File: src/rtl/dual_phase_accumulator_if.sv
// Config and phase-output bundle for the dual-channel NCO phase generator.
// master: the config source / phase consumer (drives en, strobes, cfg_*).
// slave:  the accumulator itself (drives cfg_ready and all phase outputs).
// PHASE_W must match the PHASE_W of the attached dual_phase_accumulator.
interface dual_phase_accumulator_if #(
  parameter int PHASE_W = 32
);
  logic               en;
  logic               sample_en;
  logic               sync;
  logic               cfg_valid;
  logic               cfg_ready;
  logic [2:0]         cfg_sel;
  logic [PHASE_W-1:0] cfg_data;
  logic [PHASE_W-1:0] phase_a;
  logic [PHASE_W-1:0] phase_b;
  logic               phase_valid;
  logic               wrap_a;
  logic               wrap_b;
  logic               commit_done;

  modport master (
    output en, sample_en, sync, cfg_valid, cfg_sel, cfg_data,
    input  cfg_ready, phase_a, phase_b, phase_valid, wrap_a, wrap_b, commit_done
  );

  modport slave (
    input  en, sample_en, sync, cfg_valid, cfg_sel, cfg_data,
    output cfg_ready, phase_a, phase_b, phase_valid, wrap_a, wrap_b, commit_done
  );
endinterface

File: src/rtl/dual_phase_accumulator.sv
// Dual-channel NCO phase accumulator with shadowed FTW/offset committed atomically on a sample tick.
// Latency: phase/wrap/commit_done registered, valid one cycle after the tick (or sync) edge.
// Backpressure: cfg_ready drops while a commit waits for its tick; phase outputs are never stalled.
// Ports: clk, rst_n (async, active-low); bus (slave modport): en, sample_en, sync, cfg_valid/ready,
//   cfg_sel (0=FTW_A 1=FTW_B 2=POFF_A 3=POFF_B 4=COMMIT, 5-7 dropped), cfg_data,
//   phase_a/b, phase_valid, wrap_a/b, commit_done.
module dual_phase_accumulator #(
  parameter int                 PHASE_W   = 32,
  parameter logic [PHASE_W-1:0] RST_FTW_A = '0,
  parameter logic [PHASE_W-1:0] RST_FTW_B = '0
) (
  input  logic                    clk,
  input  logic                    rst_n,
  dual_phase_accumulator_if.slave bus
);

  typedef enum logic {IDLE, PENDING} state_e;
  typedef logic [PHASE_W-1:0] word_t;

  localparam logic [2:0] SEL_FTW_A  = 3'd0;
  localparam logic [2:0] SEL_FTW_B  = 3'd1;
  localparam logic [2:0] SEL_POFF_A = 3'd2;
  localparam logic [2:0] SEL_POFF_B = 3'd3;
  localparam logic [2:0] SEL_COMMIT = 3'd4;

  state_e state_q, state_d;
  word_t  acc_a_q, acc_a_d, acc_b_q, acc_b_d;
  word_t  ftw_a_q, ftw_a_d, ftw_b_q, ftw_b_d;
  word_t  poff_a_q, poff_a_d, poff_b_q, poff_b_d;
  word_t  sh_ftw_a_q, sh_ftw_a_d, sh_ftw_b_q, sh_ftw_b_d;
  word_t  sh_poff_a_q, sh_poff_a_d, sh_poff_b_q, sh_poff_b_d;
  word_t  phase_a_q, phase_a_d, phase_b_q, phase_b_d;
  logic   clr_q, clr_d;
  logic   phase_valid_q, phase_valid_d;
  logic   wrap_a_q, wrap_a_d, wrap_b_q, wrap_b_d;
  logic   commit_done_q, commit_done_d;

  logic               cfg_fire, tick, apply;
  word_t              ftw_a_eff, ftw_b_eff, poff_a_eff, poff_b_eff;
  logic [PHASE_W:0]   sum_a, sum_b;

  always_comb begin
    state_d       = state_q;
    acc_a_d       = acc_a_q;
    acc_b_d       = acc_b_q;
    ftw_a_d       = ftw_a_q;
    ftw_b_d       = ftw_b_q;
    poff_a_d      = poff_a_q;
    poff_b_d      = poff_b_q;
    sh_ftw_a_d    = sh_ftw_a_q;
    sh_ftw_b_d    = sh_ftw_b_q;
    sh_poff_a_d   = sh_poff_a_q;
    sh_poff_b_d   = sh_poff_b_q;
    phase_a_d     = phase_a_q;
    phase_b_d     = phase_b_q;
    clr_d         = clr_q;
    phase_valid_d = 1'b0;
    wrap_a_d      = 1'b0;
    wrap_b_d      = 1'b0;
    commit_done_d = 1'b0;

    cfg_fire = bus.cfg_valid && (state_q == IDLE);
    tick     = bus.sample_en && bus.en;
    apply    = (state_q == PENDING) && tick;

    // Config port only accepts in IDLE, so shadow writes and a commit apply never collide.
    if (cfg_fire) begin
      case (bus.cfg_sel)
        SEL_FTW_A:  sh_ftw_a_d  = bus.cfg_data;
        SEL_FTW_B:  sh_ftw_b_d  = bus.cfg_data;
        SEL_POFF_A: sh_poff_a_d = bus.cfg_data;
        SEL_POFF_B: sh_poff_b_d = bus.cfg_data;
        SEL_COMMIT: begin
          state_d = PENDING;
          clr_d   = bus.cfg_data[0];
        end
        default: ;
      endcase
    end

    if (apply) begin
      ftw_a_d       = sh_ftw_a_q;
      ftw_b_d       = sh_ftw_b_q;
      poff_a_d      = sh_poff_a_q;
      poff_b_d      = sh_poff_b_q;
      state_d       = IDLE;
      commit_done_d = 1'b1;
    end

    // The tick that applies a commit already runs on the new tuning values.
    ftw_a_eff  = apply ? sh_ftw_a_q  : ftw_a_q;
    ftw_b_eff  = apply ? sh_ftw_b_q  : ftw_b_q;
    poff_a_eff = apply ? sh_poff_a_q : poff_a_q;
    poff_b_eff = apply ? sh_poff_b_q : poff_b_q;
    sum_a      = {1'b0, acc_a_q} + {1'b0, ftw_a_eff};
    sum_b      = {1'b0, acc_b_q} + {1'b0, ftw_b_eff};

    if (bus.sync) begin
      // sync wins over a coincident advance; a commit on the same tick still lands above.
      acc_a_d       = '0;
      acc_b_d       = '0;
      phase_a_d     = poff_a_eff;
      phase_b_d     = poff_b_eff;
      phase_valid_d = 1'b1;
    end else if (tick) begin
      if (apply && clr_q) begin
        acc_a_d = '0;
        acc_b_d = '0;
      end else begin
        acc_a_d  = sum_a[PHASE_W-1:0];
        acc_b_d  = sum_b[PHASE_W-1:0];
        wrap_a_d = sum_a[PHASE_W];
        wrap_b_d = sum_b[PHASE_W];
      end
      phase_a_d     = acc_a_d + poff_a_eff;
      phase_b_d     = acc_b_d + poff_b_eff;
      phase_valid_d = 1'b1;
    end
  end

  always_ff @(posedge clk or negedge rst_n) begin
    if (!rst_n) begin
      state_q       <= IDLE;
      acc_a_q       <= '0;
      acc_b_q       <= '0;
      ftw_a_q       <= RST_FTW_A;
      ftw_b_q       <= RST_FTW_B;
      poff_a_q      <= '0;
      poff_b_q      <= '0;
      sh_ftw_a_q    <= RST_FTW_A;
      sh_ftw_b_q    <= RST_FTW_B;
      sh_poff_a_q   <= '0;
      sh_poff_b_q   <= '0;
      phase_a_q     <= '0;
      phase_b_q     <= '0;
      clr_q         <= 1'b0;
      phase_valid_q <= 1'b0;
      wrap_a_q      <= 1'b0;
      wrap_b_q      <= 1'b0;
      commit_done_q <= 1'b0;
    end else begin
      state_q       <= state_d;
      acc_a_q       <= acc_a_d;
      acc_b_q       <= acc_b_d;
      ftw_a_q       <= ftw_a_d;
      ftw_b_q       <= ftw_b_d;
      poff_a_q      <= poff_a_d;
      poff_b_q      <= poff_b_d;
      sh_ftw_a_q    <= sh_ftw_a_d;
      sh_ftw_b_q    <= sh_ftw_b_d;
      sh_poff_a_q   <= sh_poff_a_d;
      sh_poff_b_q   <= sh_poff_b_d;
      phase_a_q     <= phase_a_d;
      phase_b_q     <= phase_b_d;
      clr_q         <= clr_d;
      phase_valid_q <= phase_valid_d;
      wrap_a_q      <= wrap_a_d;
      wrap_b_q      <= wrap_b_d;
      commit_done_q <= commit_done_d;
    end
  end

  assign bus.cfg_ready   = (state_q == IDLE);
  assign bus.phase_a     = phase_a_q;
  assign bus.phase_b     = phase_b_q;
  assign bus.phase_valid = phase_valid_q;
  assign bus.wrap_a      = wrap_a_q;
  assign bus.wrap_b      = wrap_b_q;
  assign bus.commit_done = commit_done_q;

endmodule

File: src/flat_wrapper.sv
// flat-port wrapper written by rule: the top's interface ports become plain ports
module dual_phase_accumulator_flat 
#(
  parameter int                 PHASE_W   = 32,
  parameter logic [PHASE_W-1:0] RST_FTW_A = '0,
  parameter logic [PHASE_W-1:0] RST_FTW_B = '0
)
  (clk, rst_n, bus_en, bus_sample_en, bus_sync, bus_cfg_valid, bus_cfg_sel, bus_cfg_data, bus_cfg_ready, bus_phase_a, bus_phase_b, bus_phase_valid, bus_wrap_a, bus_wrap_b, bus_commit_done);
  dual_phase_accumulator_if #(.PHASE_W(PHASE_W)) bus_i ();
  input  logic clk;
  input  logic rst_n;
  input wire logic [$bits(bus_i.en)-1:0] bus_en;
  input wire logic [$bits(bus_i.sample_en)-1:0] bus_sample_en;
  input wire logic [$bits(bus_i.sync)-1:0] bus_sync;
  input wire logic [$bits(bus_i.cfg_valid)-1:0] bus_cfg_valid;
  input wire logic [$bits(bus_i.cfg_sel)-1:0] bus_cfg_sel;
  input wire logic [$bits(bus_i.cfg_data)-1:0] bus_cfg_data;
  output wire logic [$bits(bus_i.cfg_ready)-1:0] bus_cfg_ready;
  output wire logic [$bits(bus_i.phase_a)-1:0] bus_phase_a;
  output wire logic [$bits(bus_i.phase_b)-1:0] bus_phase_b;
  output wire logic [$bits(bus_i.phase_valid)-1:0] bus_phase_valid;
  output wire logic [$bits(bus_i.wrap_a)-1:0] bus_wrap_a;
  output wire logic [$bits(bus_i.wrap_b)-1:0] bus_wrap_b;
  output wire logic [$bits(bus_i.commit_done)-1:0] bus_commit_done;
  assign bus_i.en = bus_en;
  assign bus_i.sample_en = bus_sample_en;
  assign bus_i.sync = bus_sync;
  assign bus_i.cfg_valid = bus_cfg_valid;
  assign bus_i.cfg_sel = bus_cfg_sel;
  assign bus_i.cfg_data = bus_cfg_data;
  assign bus_cfg_ready = bus_i.cfg_ready;
  assign bus_phase_a = bus_i.phase_a;
  assign bus_phase_b = bus_i.phase_b;
  assign bus_phase_valid = bus_i.phase_valid;
  assign bus_wrap_a = bus_i.wrap_a;
  assign bus_wrap_b = bus_i.wrap_b;
  assign bus_commit_done = bus_i.commit_done;
  dual_phase_accumulator #(.PHASE_W(PHASE_W), .RST_FTW_A(RST_FTW_A), .RST_FTW_B(RST_FTW_B)) u_core (.clk(clk), .rst_n(rst_n), .bus(bus_i));
endmodule
File: config.mk
export PLATFORM = sky130hd
export DESIGN_NAME = dual_phase_accumulator_flat
export DESIGN_NICKNAME = d
export VERILOG_FILES = /design/src/rtl/dual_phase_accumulator_if.sv /design/src/rtl/dual_phase_accumulator.sv /design/src/flat_wrapper.sv
export SDC_FILE = /design/constraint.sdc
export NUM_CORES = 1
export LEC_CHECK = 0
export BUFFER_PORTS_ARGS = -buffer_cell sky130_fd_sc_hd__buf_2
export CAP_MARGIN = 20
export CORE_MARGIN = 2
export CORE_UTILIZATION = 25
export CTS_CLUSTER_SIZE = 10
export DETAILED_ROUTE_END_ITERATION = 10
export SYNTH_ARGS = -nofsm -noshare
export SYNTH_HDL_FRONTEND = slang
export SYNTH_SLANG_ARGS = --single-unit
export TNS_END_PERCENT = 20
File: constraint.sdc
create_clock -name clk -period 7.2 [get_ports clk]
set_input_delay 1.44 -clock clk [delete_from_list [all_inputs] [get_ports clk]]
set_output_delay 1.44 -clock clk [all_outputs]
set_load 0.03 [all_outputs]
==> impl_metrics.py, run 1 <==
metrics = {
    "timing": {
        "fin_tns_setup_ns": 0,
        "worst_pin_slew_ns": 0.928,
        "finalSetupViolCount": 0,
        "rsz0062_at_grt": "false",
        "timing.fmax_mhz": 151,
        "finalHoldViolations": 0,
        "fin_crit_ns": 6.64,
        "fin_crit_sh_pct": 92.2,
        "clock_skew_ns": 0.0270,
        "relSlewSlack_pct": 38.1,
        "finalMaxSlewViolations": 0,
    },
    "placement": {
        "dp_cells": 3304,
        "numPortBuffers": 109,
        "gp_congestion": 0.878,
        "hpwl_microns": 43300,
    },
    "final_layout": {
        "seq_area_sq_um": 9760,
        "nFillCells": 9063,
        "diodes": 0,
        "multiInputGateArea_sq_um": 11500,
        "final_cells": 3368,
        "layout-drive-gt1-share_pct": 24.3,
        "layout_common_cells": "390 x dfrtp_1, 264 x mux2_2, 221 x nand2_1",
        "syn_to_final_growth_pct": 16.1,
        "finish.net_count": 2376,
        "final_common_cell": "dfrtp_1",
    },
    "floorplanning": {
        "chipHeight_microns": 299,
        "die_w_microns": 299,
        "die_area_sq_um": 89200,
        "start_util_pct": 25.1,
        "placeableCoreArea_sq_um": 86500,
        "rows": 108,
        "io_pins": 110,
    },
    "logic_synthesis": {
        "yosysSeqAreaShare_pct": 44.9,
        "ys.flop_type": "dfrtp_1",
        "ys_types": 91,
        "synth-edff-count": 0,
        "syn_avg_cell_area_sq_um": 10.5,
        "syn_inst": 2074,
        "yosysWarnings": 0,
        "netlist_area_sq_um": 21700,
        "yosys_register_bits": 390,
        "postSynth.asyncResetShare_pct": 100,
        "synth_fp_nets": 2253,
    },
    "global_route": {
        "grt_first_pass_wirelength_microns": 95400,
        "grt_pass1_vias": 16100,
        "grt_start_max_net_pins": 146,
        "grt_use_total_pct": 13.6,
        "overflow": 0,
        "grt_antenna_before_repair": 10,
    },
    "pwr": {
        "intPower_mw": 6.87,
        "peakVddDrop_mv": 0.199,
        "p_clk_share_pct": 18.0,
        "p_sw_mw": 4.89,
        "powerDensity_nw_per_um2": 467,
        "pwr-share-comb_pct": 54.3,
        "pwr-share-seq_pct": 27.7,
        "netSwitchingFraction_pct": 41.6,
        "leakagePower_nw": 11.5,
    },
    "clock_network": {
        "path_clk_slew_ns": 0.06,
        "htree_levels": 2,
        "cts-root-buf": "clkbuf_16",
        "clock_sinks": 390,
        "postCtsHoldBufs": 0,
        "cts_resized": 0,
        "cts_tree": "done",
        "cts_setup_buffers": 0,
        "clockBufferDepth": 3,
        "cts_buffers": 46,
        "clk_latency_ns": 0.59,
    },
    "flow_run": {
        "drv_cap": 0,
    },
    "routing": {
        "drt_first_pass_iters": 4,
        "drt_wl_total_microns": 60800,
        "wl_per_cell_microns": 18.0,
        "route.detailed.drc": 0,
        "drt.antenna.violating_nets": 0,
        "drt_first_iter_violations": 1055,
        "vias": 16000,
        "avgViaCountPerCell": 4.75,
    },
    "setup_path": {
        "crit_path_max_fanout": 15,
        "worst_setup_path_start_kind": "primary input",
        "path_class": "primary input to flip-flop",
        "worstPathRequired_ns": 7.68,
        "crit_arrival_ns": 7.12,
        "cp-end-kind": "flip-flop",
    },
    "status": {
        "outcome": "finished, final reports clean",
    },
    "min_path": {
        "worstHoldPathType": "flip-flop to flip-flop",
    },
}
==> critical path, stage by stage <==
cell and delay (ns):
buf_2 0.12, nand2_4 0.08, nor2_4 0.23, buf_12 0.20
mux2_2 0.36, ha_1 0.25, fa_1 0.45, nand3_1 0.10
nand2_1 0.07, a21oi_1 0.32, a211oi_1 0.15, o31a_1 0.32
o21ai_0 0.30, a21oi_1 0.17, nor2_1 0.27, o211ai_1 0.18
a21oi_1 0.20, xor2_1 0.21, nor2_1 0.08, ha_1 0.30
a21o_1 0.16, a211oi_1 0.29, nor2_1 0.08, o21a_1 0.20
or4_1 0.50, o211ai_1 0.10
==> per-stage QoR <==
| stage | cell area [sq um] | setup slack (ns) | power, mW | hold slack, ns | util, % |
|---|---|---|---|---|---|
| detailed placement | 23900 | 0.0838 | 9.64 | 0.473 | 27.6 |
| global route | 25200 | 0.0749 | 12.7 | 0.499 | 29.2 |
| floorplan | 21700 | 0.00395 | 8.02 | 0.447 | - |
| global placement | 23900 | 0.114 | 9.59 | 0.463 | 27.6 |
| CTS | 25200 | 0.645 | 11.8 | 0.486 | 29.2 |
| finish | 25200 | 0.562 | 11.8 | 0.482 | 29.2 |
==> cells in the mapped netlist (all sizes together), types with 34 or more instances <==
master | instances | area (sq um)
dfrtp | 390 | 9760
mux2 | 264 | 2970
nand2 | 224 | 851
a21oi | 187 | 947
ha | 134 | 1680
nor2 | 125 | 469
o21ai | 105 | 537
clkbuf | 72 | 270
xnor2 | 60 | 533
a21o | 57 | 429
inv | 43 | 161
xor2 | 38 | 333
nor3 | 34 | 186
==> power groups by stage <==
stage	Clock (mW)	Combinational (mW)	Sequential, mW
6_report	2.12	6.38	3.26
5_1_grt	2.27	7.12	3.34
4_1_cts	2.18	6.39	3.26
3_5_place_dp	0	6.34	3.30
3_3_place_gp	0	6.32	3.27
2_1_floorplan	0	4.51	3.52
==> logic make-up after synthesis <==
logic type | after synthesis | synth area share [%]
compound gates | 521 | 15.6
xor+xnor | 98 | 3.99
mux | 274 | 14.2
fa+ha+maj | 138 | 8.09
flops | 390 | 44.9
simple gates | 519 | 10.9
buf+inv | 134 | 2.33
==> registers in the layout (all words and copies together) (netlist names) <==
| register | count |
|---|---|
| u_core.bus.commit_done | 1 |
| u_core.sh_ftw_b_q | 32 |
| u_core.bus.phase_b | 32 |
| u_core.bus.wrap_b | 1 |
| u_core.poff_a_q | 32 |
| u_core.sh_ftw_a_q | 32 |
| u_core.poff_b_q | 32 |
| u_core.ftw_a_q | 32 |
| u_core.acc_a_q | 32 |
| u_core.sh_poff_b_q | 32 |
| u_core.sh_poff_a_q | 32 |
| u_core.acc_b_q | 32 |
| u_core.bus.wrap_a | 1 |
| u_core.bus.phase_valid | 1 |
| u_core.state_q | 1 |
| u_core.bus.phase_a | 32 |
| u_core.clr_q | 1 |
| u_core.ftw_b_q | 32 |
==> cell type report <==
cell class | count | area share, %
Inverter | 45 | 0.675
Tap cell | 1155 | 5.73
Clock inverter | 2 | 0.114
Timing Repair Buffer | 164 | 4.10
Clock buffer | 62 | 5.09
Multi-Input combinational cell | 1550 | 45.6
Sequential cell | 390 | 38.7
==> worst paths after layout <==
check / from / to / slack, ns / depth (start not counted)
worst max-delay path: bus_sample_en / u_core.bus.phase_b[31] / 0.56 / 26
worst min-delay path: u_core.acc_a_q[30] / u_core.acc_a_q[30] / 0.48 / 2
worst max register to register: u_core.state_q / u_core.bus.phase_b[31] / 0.86 / 25
worst min register to register: u_core.acc_a_q[30] / u_core.acc_a_q[30] / 0.48 / 2
max in group asynchronous: rst_n / u_core.bus.phase_b[8] / 5.01 / 2
min in group asynchronous: rst_n / u_core.sh_poff_a_q[26] / 0.89 / 1
==> layer usage <==
metal  vias to the layer above  routed length, microns  GRT usage, %  share of wire [%]
met4                        12                    1060          3.24                1.8
met2                       301                   27000          21.3                 44
met3                        81                    3400          3.10                5.6
met1                      7928                   29200          19.0                 48
met5                         -                      70             0               0.12
li1                       7687                       -             -                  -
Power figures use the tool's default switching activity.
==> run 2: changes to the inputs <==
--- a/config.mk
+++ b/config.mk
@@ -9,8 +9,8 @@
 export CAP_MARGIN = 20
 export CORE_MARGIN = 2
 export CORE_UTILIZATION = 25
-export CTS_CLUSTER_SIZE = 10
 export DETAILED_ROUTE_END_ITERATION = 10
+export PLACE_DENSITY = 0.49
 export SYNTH_ARGS = -nofsm -noshare
 export SYNTH_HDL_FRONTEND = slang
 export SYNTH_SLANG_ARGS = --single-unit
==> run 2 against run 1 <==
  * Count of clock-buffer cells in the layout shrank 2
  * Cell count grew 1.0%
  * Sequential power is essentially flat
  * Hold slack improved by 0.0038 ns
  * Utilization increased by 0.41 points
  * Combinational power is 3% higher
  * Flip-flop and latch count is the same
  * Non-clock buffer count rose by 22
  * Critical path depth unchanged
  * Critical path type unchanged
  * Critical endpoint unchanged
  * Largest cell class unchanged
==> impl_metrics.py, run 2 (same netlist as run 1, synthesis figures left out) <==
metrics = {
    "final_layout": {
        "finish.net_count": 2395,
        "diodes": 0,
        "multiInputGateArea_sq_um": 11500,
        "final_common_cell": "dfrtp_1",
        "layout_common_cells": "390 x dfrtp_1, 264 x mux2_2, 221 x nand2_1",
        "postLayoutCellArea_sq_um": 25600,
        "nFillCells": 9031,
        "seq_area_sq_um": 9760,
        "layout-drive-gt1-share_pct": 25.7,
        "syn_to_final_growth_pct": 17.7,
    },
    "routing": {
        "wl_per_cell_microns": 18.2,
        "drt.antenna.violating_nets": 0,
        "drt_first_pass_iters": 7,
        "route.detailed.drc": 0,
        "vias": 16200,
        "avgViaCountPerCell": 4.75,
        "drt_first_iter_violations": 944,
        "drt_wl_total_microns": 62000,
    },
    "clock_network": {
        "postCtsHoldBufs": 0,
        "clock_sinks": 390,
        "htree_levels": 2,
        "path_clk_slew_ns": 0.06,
        "cts-root-buf": "clkbuf_16",
        "cts_setup_buffers": 0,
        "cts_tree": "done",
        "clk_latency_ns": 0.58,
        "cts_resized": 0,
        "cts_buffers": 43,
        "clockBufferDepth": 3,
    },
    "floorplanning": {
        "die_area_sq_um": 89200,
        "rows": 108,
        "die_w_microns": 299,
        "chipHeight_microns": 299,
        "start_util_pct": 25.1,
        "placeableCoreArea_sq_um": 86500,
        "io_pins": 110,
    },
    "setup_path": {
        "crit_start": "bus_sample_en",
        "worstPathRequired_ns": 7.70,
        "worst_setup_path_start_kind": "primary input",
        "path_class": "primary input to flip-flop",
        "reg2reg_slack_ns": 0.96,
        "crit_path_max_fanout": 11,
        "crit_end": "u_core.bus.phase_b[31]",
        "cpPeakStageDelay_ns": 0.50,
        "reg2regPathDepth": 25,
        "crit_cells": 26,
        "cp.buffers_inverters": 2,
        "cp-end-kind": "flip-flop",
        "crit_arrival_ns": 7.18,
        "cp_top_family": "compound AO/OA/AOI/OAI gates",
        "r2r-end": "u_core.bus.phase_b[31]",
        "reg2reg_from": "u_core.state_q",
        "cpMaxStageDelayCell": "or4_1",
    },
    "global_route": {
        "grt_use_total_pct": 13.8,
        "grt_antenna_before_repair": 5,
        "overflow": 0,
        "grt_start_max_net_pins": 159,
        "grt_pass1_vias": 16600,
        "grt_first_pass_wirelength_microns": 97900,
    },
    "pwr": {
        "leakagePower_nw": 11.7,
        "peakVddDrop_mv": 0.201,
        "powerDensity_nw_per_um2": 479,
    },
    "timing": {
        "finalSetupViolCount": 0,
        "relSlewSlack_pct": 29.4,
        "clock_skew_ns": 0.0193,
        "fin_crit_ns": 6.68,
        "timing.fmax_mhz": 150,
        "fin_crit_sh_pct": 92.8,
        "rsz0062_at_grt": "false",
        "worst_pin_slew_ns": 1.06,
        "finalMaxSlewViolations": 0,
        "finalHoldViolations": 0,
        "fin_tns_setup_ns": 0,
    },
    "placement": {
        "place_area_sq_um": 24000,
        "gp_congestion": 0.898,
        "numPortBuffers": 109,
        "hpwl_microns": 44200,
    },
    "flow_run": {
        "drv_cap": 0,
    },
    "min_path": {
        "worstHoldPathType": "flip-flop to flip-flop",
    },
    "status": {
        "outcome": "finished, final reports clean",
    },
}
run 2: cell types whose count changed in the layout (fill, tap and decap cells not counted), moves of 2 or more:
cell	previous run	this run
buf_12	5	3
buf_4	51	75
clkbuf_8	5	9
clkinvlp_4	0	4
bufinv_16	0	6
clkinv_4	0	2
clkbuf_16	47	45
clkinv_2	1	6
clkbuf_1	10	6
run 2: metrics by stage:
| stage | hold slack, ns | utilization [%] | setup slack [ns] | total power, mW | instances |
|---|---|---|---|---|---|
| finish | 0.486 | 29.6 | 0.521 | 12.2 | 3403 |
| global route | 0.508 | 29.6 | 0.148 | 13.2 | 3403 |
| CTS | 0.486 | 29.6 | 0.659 | 12.4 | 3403 |
| detailed placement | 0.471 | 27.8 | 0.0664 | 9.88 | 3326 |
| global placement | 0.464 | 27.8 | 0.129 | 9.78 | 3326 |
| floorplan | 0.447 | - | 0.00395 | 8.02 | 2074 |
run 2: layout make-up:
class | instances | area share [%]
multi-input cells | 1550 | 44.9
flip-flops and latches | 390 | 38.2
repair buffers | 186 | 4.59
clock buffers | 60 | 4.98
clock inverters | 17 | 0.989
inverters | 45 | 0.666
well taps | 1155 | 5.65
run 2: how the worst min path moves through the flow:
stage | start | cells after the start | end | slack, ns
final | u_core.acc_b_q[29] | 2 | u_core.acc_b_q[29] | 0.49
after global routing | u_core.acc_a_q[28] | 2 | u_core.acc_a_q[28] | 0.51
after CTS | u_core.acc_a_q[29] | 2 | u_core.acc_a_q[29] | 0.49
after detailed placement | u_core.acc_a_q[29] | 2 | u_core.acc_a_q[29] | 0.47
after global placement | u_core.acc_b_q[25] | 2 | u_core.acc_b_q[25] | 0.46
after floorplan | u_core.acc_a_q[28] | 2 | u_core.acc_a_q[28] | 0.45
run 2: report_power, final:
group	switching, mW	internal [mW]
logic	3.76	2.81
registers	0.331	2.94
clock network	0.946	1.45
total	5.04	7.20
run 2: metal layers:
layer	track usage [%]	up-vias	part of all wire [%]
met5	0	-	0.058
met4	4.04	8	2.5
met3	2.17	78	4.0
met2	22.4	293	46
met1	19.0	8019	47
li1	-	7755	-
run 2: worst reg2reg max path: cells and delay by family (launching register included):
family / cells / cell delay (ns)
AOI/OAI and AO/OA: 11 / 2.54
and+or+nand+nor: 7 / 1.31
adders and majority gates: 3 / 0.99
DFF: 1 / 0.44
muxes: 1 / 0.38
buffers and inverters: 2 / 0.31
xor gates and xnor gates: 1 / 0.21
